$ cat config.mk
export PLATFORM = sky130hd
export DESIGN_NAME = qam_demod_rx
export DESIGN_NICKNAME = d
export VERILOG_FILES = /design/src/rtl/qam_pkg.sv /design/src/rtl/qam_serial_deser.sv /design/src/rtl/qam_demod_rx.sv
export SDC_FILE = /design/constraint.sdc
export NUM_CORES = 1
export LEC_CHECK = 0
export CAP_MARGIN = 5
export CORE_UTILIZATION = 30
export DETAILED_ROUTE_END_ITERATION = 12
export HOLD_SLACK_MARGIN = 0.12
export SLEW_MARGIN = 40
export SYNTH_ARGS = -nofsm -noshare
export SYNTH_HDL_FRONTEND = slang
export SYNTH_SLANG_ARGS = --single-unit
$ cat constraint.sdc
create_clock -name clk -period 6.6 [get_ports clk]
set_input_delay 0.66 -clock clk [delete_from_list [all_inputs] [get_ports clk]]
set_output_delay 0.66 -clock clk [all_outputs]
set_load 0.01 [all_outputs]
$ cat src/rtl/qam_pkg.sv
// Shared constants and types for the QAM receive path.
//   SAMPLE_W            : serial frame length / sample width (signed)
//   SAMPLES_PER_SYMBOL  : good samples integrated into one symbol decision
//   ACC_W_DEF           : default integrator width
//   SYM_BIT_I/SYM_BIT_Q : symbol bit carrying the cos / sin arm polarity (1 = negative)
//   state_e             : symbol integrator states
package qam_pkg;
  localparam int SAMPLE_W           = 8;
  localparam int SAMPLES_PER_SYMBOL = 125;
  localparam int ACC_W_DEF          = 24;

  localparam int SYM_BIT_I = 1;  // cos-arm polarity
  localparam int SYM_BIT_Q = 0;  // sin-arm polarity

  typedef enum logic [1:0] {
    ST_IDLE,
    ST_ACCUM,
    ST_DECIDE
  } state_e;
endpackage

$ cat src/rtl/qam_serial_deser.sv
// LSB-first serial-to-parallel converter with frame checking.
//   clk, rst             : clock, synchronous active-high reset
//   data_bit_in          : serial bit, one per clk
//   data_in_complete_bit : frame strobe, expected on the clk carrying bit W-1
//   word_done            : combinational, a well-formed frame completes this clk
//   sample_out           : last assembled word (held)
//   sample_valid         : one-clk strobe, clk after word_done
//   frame_err            : one-clk strobe for an early strobe or a missing strobe
module qam_serial_deser
  import qam_pkg::*;
#(
  parameter int W = SAMPLE_W
) (
  input  logic         clk,
  input  logic         rst,
  input  logic         data_bit_in,
  input  logic         data_in_complete_bit,
  output logic         word_done,
  output logic [W-1:0] sample_out,
  output logic         sample_valid,
  output logic         frame_err
);
  localparam int CW = $clog2(W);
  localparam logic [CW-1:0] LAST = CW'(W - 1);

  logic [CW-1:0] bit_cnt;
  logic [W-1:0]  shreg, word;
  logic          at_last;

  // Word as it will look once this clk's bit lands.
  always_comb begin
    word          = shreg;
    word[bit_cnt] = data_bit_in;
  end

  assign at_last   = (bit_cnt == LAST);
  assign word_done = data_in_complete_bit && at_last;

  always_ff @(posedge clk) begin
    if (rst) begin
      bit_cnt      <= '0;
      shreg        <= '0;
      sample_out   <= '0;
      sample_valid <= 1'b0;
      frame_err    <= 1'b0;
    end else begin
      shreg        <= word;
      sample_valid <= word_done;
      // Strobe without last bit, or last bit without strobe: both malformed.
      frame_err    <= data_in_complete_bit ^ at_last;
      if (word_done) sample_out <= word;
      bit_cnt <= (data_in_complete_bit || at_last) ? '0 : bit_cnt + 1'b1;
    end
  end
endmodule

$ cat src/rtl/qam_demod_rx.sv
// QAM receiver: deserializes samples, correlates against sin/cos references,
// integrates over a symbol and decides the 2-bit symbol.
//   clk, rst             : clock, synchronous active-high reset
//   data_bit_in          : serial sample bit, LSB first
//   data_in_complete_bit : frame-complete strobe
//   sym_start            : symbol alignment pulse (starts / realigns integration)
//   sin_ref, cos_ref     : signed references, captured when a frame completes
//   sample_out/_valid    : assembled sample and its strobe
//   symbol_out/_valid    : decided symbol and its strobe
//   frame_err            : malformed-frame strobe
module qam_demod_rx #(
  parameter int SAMPLE_W           = qam_pkg::SAMPLE_W,
  parameter int SAMPLES_PER_SYMBOL = qam_pkg::SAMPLES_PER_SYMBOL,
  parameter int ACC_W              = qam_pkg::ACC_W_DEF
) (
  input  logic                clk,
  input  logic                rst,
  input  logic                data_bit_in,
  input  logic                data_in_complete_bit,
  input  logic                sym_start,
  input  logic [SAMPLE_W-1:0] sin_ref,
  input  logic [SAMPLE_W-1:0] cos_ref,
  output logic [SAMPLE_W-1:0] sample_out,
  output logic                sample_valid,
  output logic [1:0]          symbol_out,
  output logic                symbol_valid,
  output logic                frame_err
);
  localparam int PW     = 2 * SAMPLE_W;
  localparam int STAGES = 2;
  localparam int CNT_W  = $clog2(SAMPLES_PER_SYMBOL + 1);
  localparam logic [CNT_W-1:0] CNT_PENULT = CNT_W'(SAMPLES_PER_SYMBOL - 1);

  logic                       word_done;
  logic signed [SAMPLE_W-1:0] samp_s, sin_r, cos_r;
  logic signed [PW-1:0]       p_i, p_q;
  logic signed [ACC_W-1:0]    acc_i, acc_q, ext_i, ext_q;
  logic [CNT_W-1:0]           cnt;
  logic [STAGES:1]            vld_pipe;  // [1] sample held, [2] products held
  logic [1:0]                 decision;
  qam_pkg::state_e            state, state_nxt;

  qam_serial_deser #(.W(SAMPLE_W)) u_deser (
    .clk                 (clk),
    .rst                 (rst),
    .data_bit_in         (data_bit_in),
    .data_in_complete_bit(data_in_complete_bit),
    .word_done           (word_done),
    .sample_out          (sample_out),
    .sample_valid        (sample_valid),
    .frame_err           (frame_err)
  );

  assign samp_s = sample_out;
  assign ext_i  = {{(ACC_W-PW){p_i[PW-1]}}, p_i};
  assign ext_q  = {{(ACC_W-PW){p_q[PW-1]}}, p_q};

  always_comb begin
    decision                     = '0;
    decision[qam_pkg::SYM_BIT_I] = acc_i[ACC_W-1];
    decision[qam_pkg::SYM_BIT_Q] = acc_q[ACC_W-1];
  end

  // Reference capture and correlation products.
  always_ff @(posedge clk) begin
    if (rst) begin
      vld_pipe <= '0;
      sin_r    <= '0;
      cos_r    <= '0;
      p_i      <= '0;
      p_q      <= '0;
    end else begin
      vld_pipe <= {vld_pipe[1], word_done};
      if (word_done) begin
        sin_r <= sin_ref;
        cos_r <= cos_ref;
      end
      p_i <= samp_s * cos_r;
      p_q <= samp_s * sin_r;
    end
  end

  always_comb begin
    state_nxt = state;
    case (state)
      qam_pkg::ST_IDLE:   if (sym_start) state_nxt = qam_pkg::ST_ACCUM;
      qam_pkg::ST_ACCUM:
        if (sym_start) state_nxt = qam_pkg::ST_ACCUM;
        else if (vld_pipe[2] && cnt == CNT_PENULT) state_nxt = qam_pkg::ST_DECIDE;
      qam_pkg::ST_DECIDE: state_nxt = qam_pkg::ST_ACCUM;
      default:            state_nxt = qam_pkg::ST_IDLE;
    endcase
  end

  always_ff @(posedge clk) begin
    if (rst) begin
      state        <= qam_pkg::ST_IDLE;
      acc_i        <= '0;
      acc_q        <= '0;
      cnt          <= '0;
      symbol_out   <= '0;
      symbol_valid <= 1'b0;
    end else begin
      state        <= state_nxt;
      symbol_valid <= 1'b0;
      if (sym_start) begin
        // Restart integration; a product landing now is the first sample.
        acc_i <= vld_pipe[2] ? ext_i : '0;
        acc_q <= vld_pipe[2] ? ext_q : '0;
        cnt   <= vld_pipe[2] ? CNT_W'(1) : '0;
      end else begin
        case (state)
          qam_pkg::ST_ACCUM:
            if (vld_pipe[2]) begin
              acc_i <= acc_i + ext_i;
              acc_q <= acc_q + ext_q;
              cnt   <= cnt + 1'b1;
            end
          qam_pkg::ST_DECIDE: begin
            symbol_out   <= decision;
            symbol_valid <= 1'b1;
            acc_i        <= vld_pipe[2] ? ext_i : '0;
            acc_q        <= vld_pipe[2] ? ext_q : '0;
            cnt          <= vld_pipe[2] ? CNT_W'(1) : '0;
          end
          default: ;
        endcase
      end
    end
  end
endmodule

==> summary.md <==
| Metric | Value |
|---|---|
| Status | `finished clean` |
| Max Freq | `204 MHz` |
| Clock Pin Slew Worst Setup and Hold Paths | `60 ps` |
| First-pass GRT wire length | `44.5 mm` |
| Die W | `200 um` |
| Initial DRC Count | `368` |
| Die area | `0.0401 sq mm` |
| Final Cell Area | `0.0132 sq mm` |
| Setup crit end kind | `flop` |
| Worst slew margin | `0.521` |
| Root buf cell | `clkbuf_16` |
| Max IR drop VDD | `0.000177 V` |
| Post-synth EDFFs | `0` |
| Sequential area share after synthesis | `0.221` |
| Final hold vios | `0` |
| # diodes | `0` |
| TritonCTS Sinks | `130` |
| Ports | `34` |
| CTS tree | `yes` |
| Hold crit path type | `flop to flop` |
| Crit-path max FO | `18` |
| Required time of the worst setup path | `6920 ps` |
| Worst-Skew Late Latency | `440 ps` |
| Most used cell, CP | `fa_1` |
| Grt total ovfl | `0` |
| Nets@finish | `1608` |
| Cts hold-fix bufs | `0` |
| PortBufs | `33` |
| Total negative setup slack | `0 ps` |
| Distinct cells, synth | `68` |
| Cell with the most instances after synthesis | `inv_1` |
| Crit path launch type | `flop` |
| Crit-path cells | `nand2_1, fa_1, fa_1, inv_1, fa_1, inv_1, fa_1, inv_1, ha_1, o21ai_1, a21oi_1, o21ai_1, nand2b_1, a21o_1, a21o_1, a31oi_1, mux2_1` |
| Ys flop type | `dfxtp_1` |
| Synth top cells by count | `187 x inv_1, 130 x dfxtp_1, 117 x nor2_1` |
| Type of the worst setup path | `flop to flop` |
| P per Cell Area | `142 mW/mm^2` |
| Fraction of layout cells with a size suffix above 1 | `0.0435` |
| Critical-path cell with the highest stage delay | `dfxtp_1` |
| Depth of the CTS H-tree | `4` |
| Worst-Margin Slew | `717 ps` |
| Worst path max stage delay | `690 ps` |
| Total setup buffers inserted after CTS | `0` |
| Core Region | `0.0387 sq mm` |
| Final min period | `4900 ps` |
| Post-DP HPWL | `18.8 mm` |
| Flops & latches, synth | `130` |
| Top cell type's share of synthesized area | `0.221` |
| Unrepaired setup endpoints after global routing | `false` |
| Clock Path Buffers | `2` |
| WP data arrival | `5220 ps` |
| Layout Utilization | `0.341` |
| Mapped Cells | `1358` |
| Static leakage | `5.95 nW` |
| Worst Skew | `11.0 ps` |
| Initial antenna violation count | `0` |
| Vias in the first global route | `9200` |
| Vias | `9014` |
| ANT nets after route | `0` |
| Vias per cell | `4.75` |
| Area leader, netlist | `dfxtp_1` |
| Drt pass-1 iters | `5` |
| Largest net degree at the start of global routing | `84` |
| Syn-to-layout area delta | `12.0%` |
| Syn Area/Cell | `8.69 sq um` |
| Post-placement cell area | `0.0126 sq mm` |
| Wirelength, routed | `25.5 mm` |
| Drt drc | `0` |
| Tot Pwr | `1.87 mW` |
| GP Congestion | `0.810` |
| Max-cap violations | `0` |
| Period utilization | `0.742` |
| FFs w/ async S/R, synth | `0` |
| Mean routed wirelength per cell | `13.5 um` |
| Post-Syn Area | `0.0118 sq mm` |
| YS warnings | `0` |
| Num CTS Buffers | `17` |
| Syn_nets | `1601` |
| Vert. Die Dim | `200 um` |
| Core Rows | `72` |
| Gr usage total | `0.134` |
| Post-cts sizing count | `0` |
| Max Slew Vio Count | `0` |
| Synth area leaders | `dfxtp_1 22%, fa_1 19%, ha_1 12%` |
| Initial Util | `0.305` |
| Final setup violation count | `0` |
-- through the flow --
step / hold slack [ps] / cells / worst slack [ps]
2_1_floorplan: 445 / 1358 / 1940
3_5_place_dp: 470 / 1864 / 1700
5_1_grt: 512 / 1896 / 1430
4_1_cts: 479 / 1896 / 1680
3_3_place_gp: 461 / 1863 / 1850
6_report: 479 / 1896 / 1700
-- critical path, delay by kind of cell (launching register included) --
family / cells / cell delay, ps
fa+ha+maj: 5 / 2440
compound gates: 6 / 920
flops: 1 / 690
mux: 1 / 340
simple gates: 2 / 250
buf+inv: 3 / 150
-- state kept, by name, summed over array words and instances, names as in the netlist --
register,count
state,2
u_deser.sample_out,8
acc_q,24
cos_r,8
symbol_valid,1
cnt,7
p_i,16
u_deser.frame_err,1
u_deser.bit_cnt,3
symbol_out,2
u_deser.shreg,8
p_q,16
acc_i,24
vld_pipe,2
sin_r,8
-- cell families after synthesis --
kind of cell    after synthesis  share of synthesized area
compound gates              267                      0.148
xor+xnor                     70                     0.0519
fa+ha+maj                   222                      0.307
buf+inv                     239                     0.0772
flops                       130                      0.221
mux                          28                     0.0241
simple gates                402                      0.171
-- cell usage in the layout (no fill, tap or decap), types with 4 or more instances in the layout --
cell,instances
and2_1,91
o21ai_1,10
dfxtp_1,130
xor2_1,24
a221oi_1,5
a211oi_1,25
and3b_1,5
nor2_1,117
clkdlybuf4s50_1,32
clkbuf_16,17
o21bai_1,9
mux2i_1,25
a31oi_1,8
o22ai_1,5
a21o_1,28
fa_1,112
inv_1,187
nand2b_1,11
a21oi_1,80
nor4_1,4
nand2_1,74
xnor2_1,46
nor2b_1,30
nand4_1,6
nor3_1,20
nor3b_1,4
nand3_1,19
buf_4,6
nand3b_1,4
o211ai_1,6
ha_1,110
o21ai_0,40
and3_1,6
a311oi_1,7
o21a_1,7
a22oi_1,6
-- power by group --
part	internal (mW)	leakage, nW	switching, mW
logic	0.0429	4.62	0.0639
clock network	0.560	0.279	0.400
registers	0.798	1.05	0.00865
-- metal layers --
layer | share of wire | routed length, um | vias up | track usage
met2 | 0.45 | 11400 | 151 | 0.215
met5 | 0 | 0 | - | 0
met3 | 0.045 | 1150 | 18 | 0.0296
li1 | - | - | 4507 | -
met4 | 0.0091 | 233 | 0 | 0.0297
met1 | 0.50 | 12700 | 4338 | 0.183
-- final cells by class --
class,instances,area [sq um]
well taps,518,648
multi-input cells,989,8300
fillers,4070,25500
inverters,187,702
repair buffers,40,388
clock inverters,14,153
flip-flops and latches,130,2600
clock buffers,18,429
-- final timing paths --
path                            slack, ps  cells past startpoint                    endpoint                               start
worst max-delay path                 1700                     17          p_q[14]$_SDFF_PP0_  u_deser.sample_out[1]$_SDFFE_PP0P_
worst min-delay path                  480                      2  symbol_out[1]$_SDFFE_PP0P_              acc_i[23]$_SDFFE_PP0P_
worst max register to register       1700                     17          p_q[14]$_SDFF_PP0_  u_deser.sample_out[1]$_SDFFE_PP0P_
worst min register to register        480                      2  symbol_out[1]$_SDFFE_PP0P_              acc_i[23]$_SDFFE_PP0P_
Note: power is estimated with default switching activity, not from simulation.
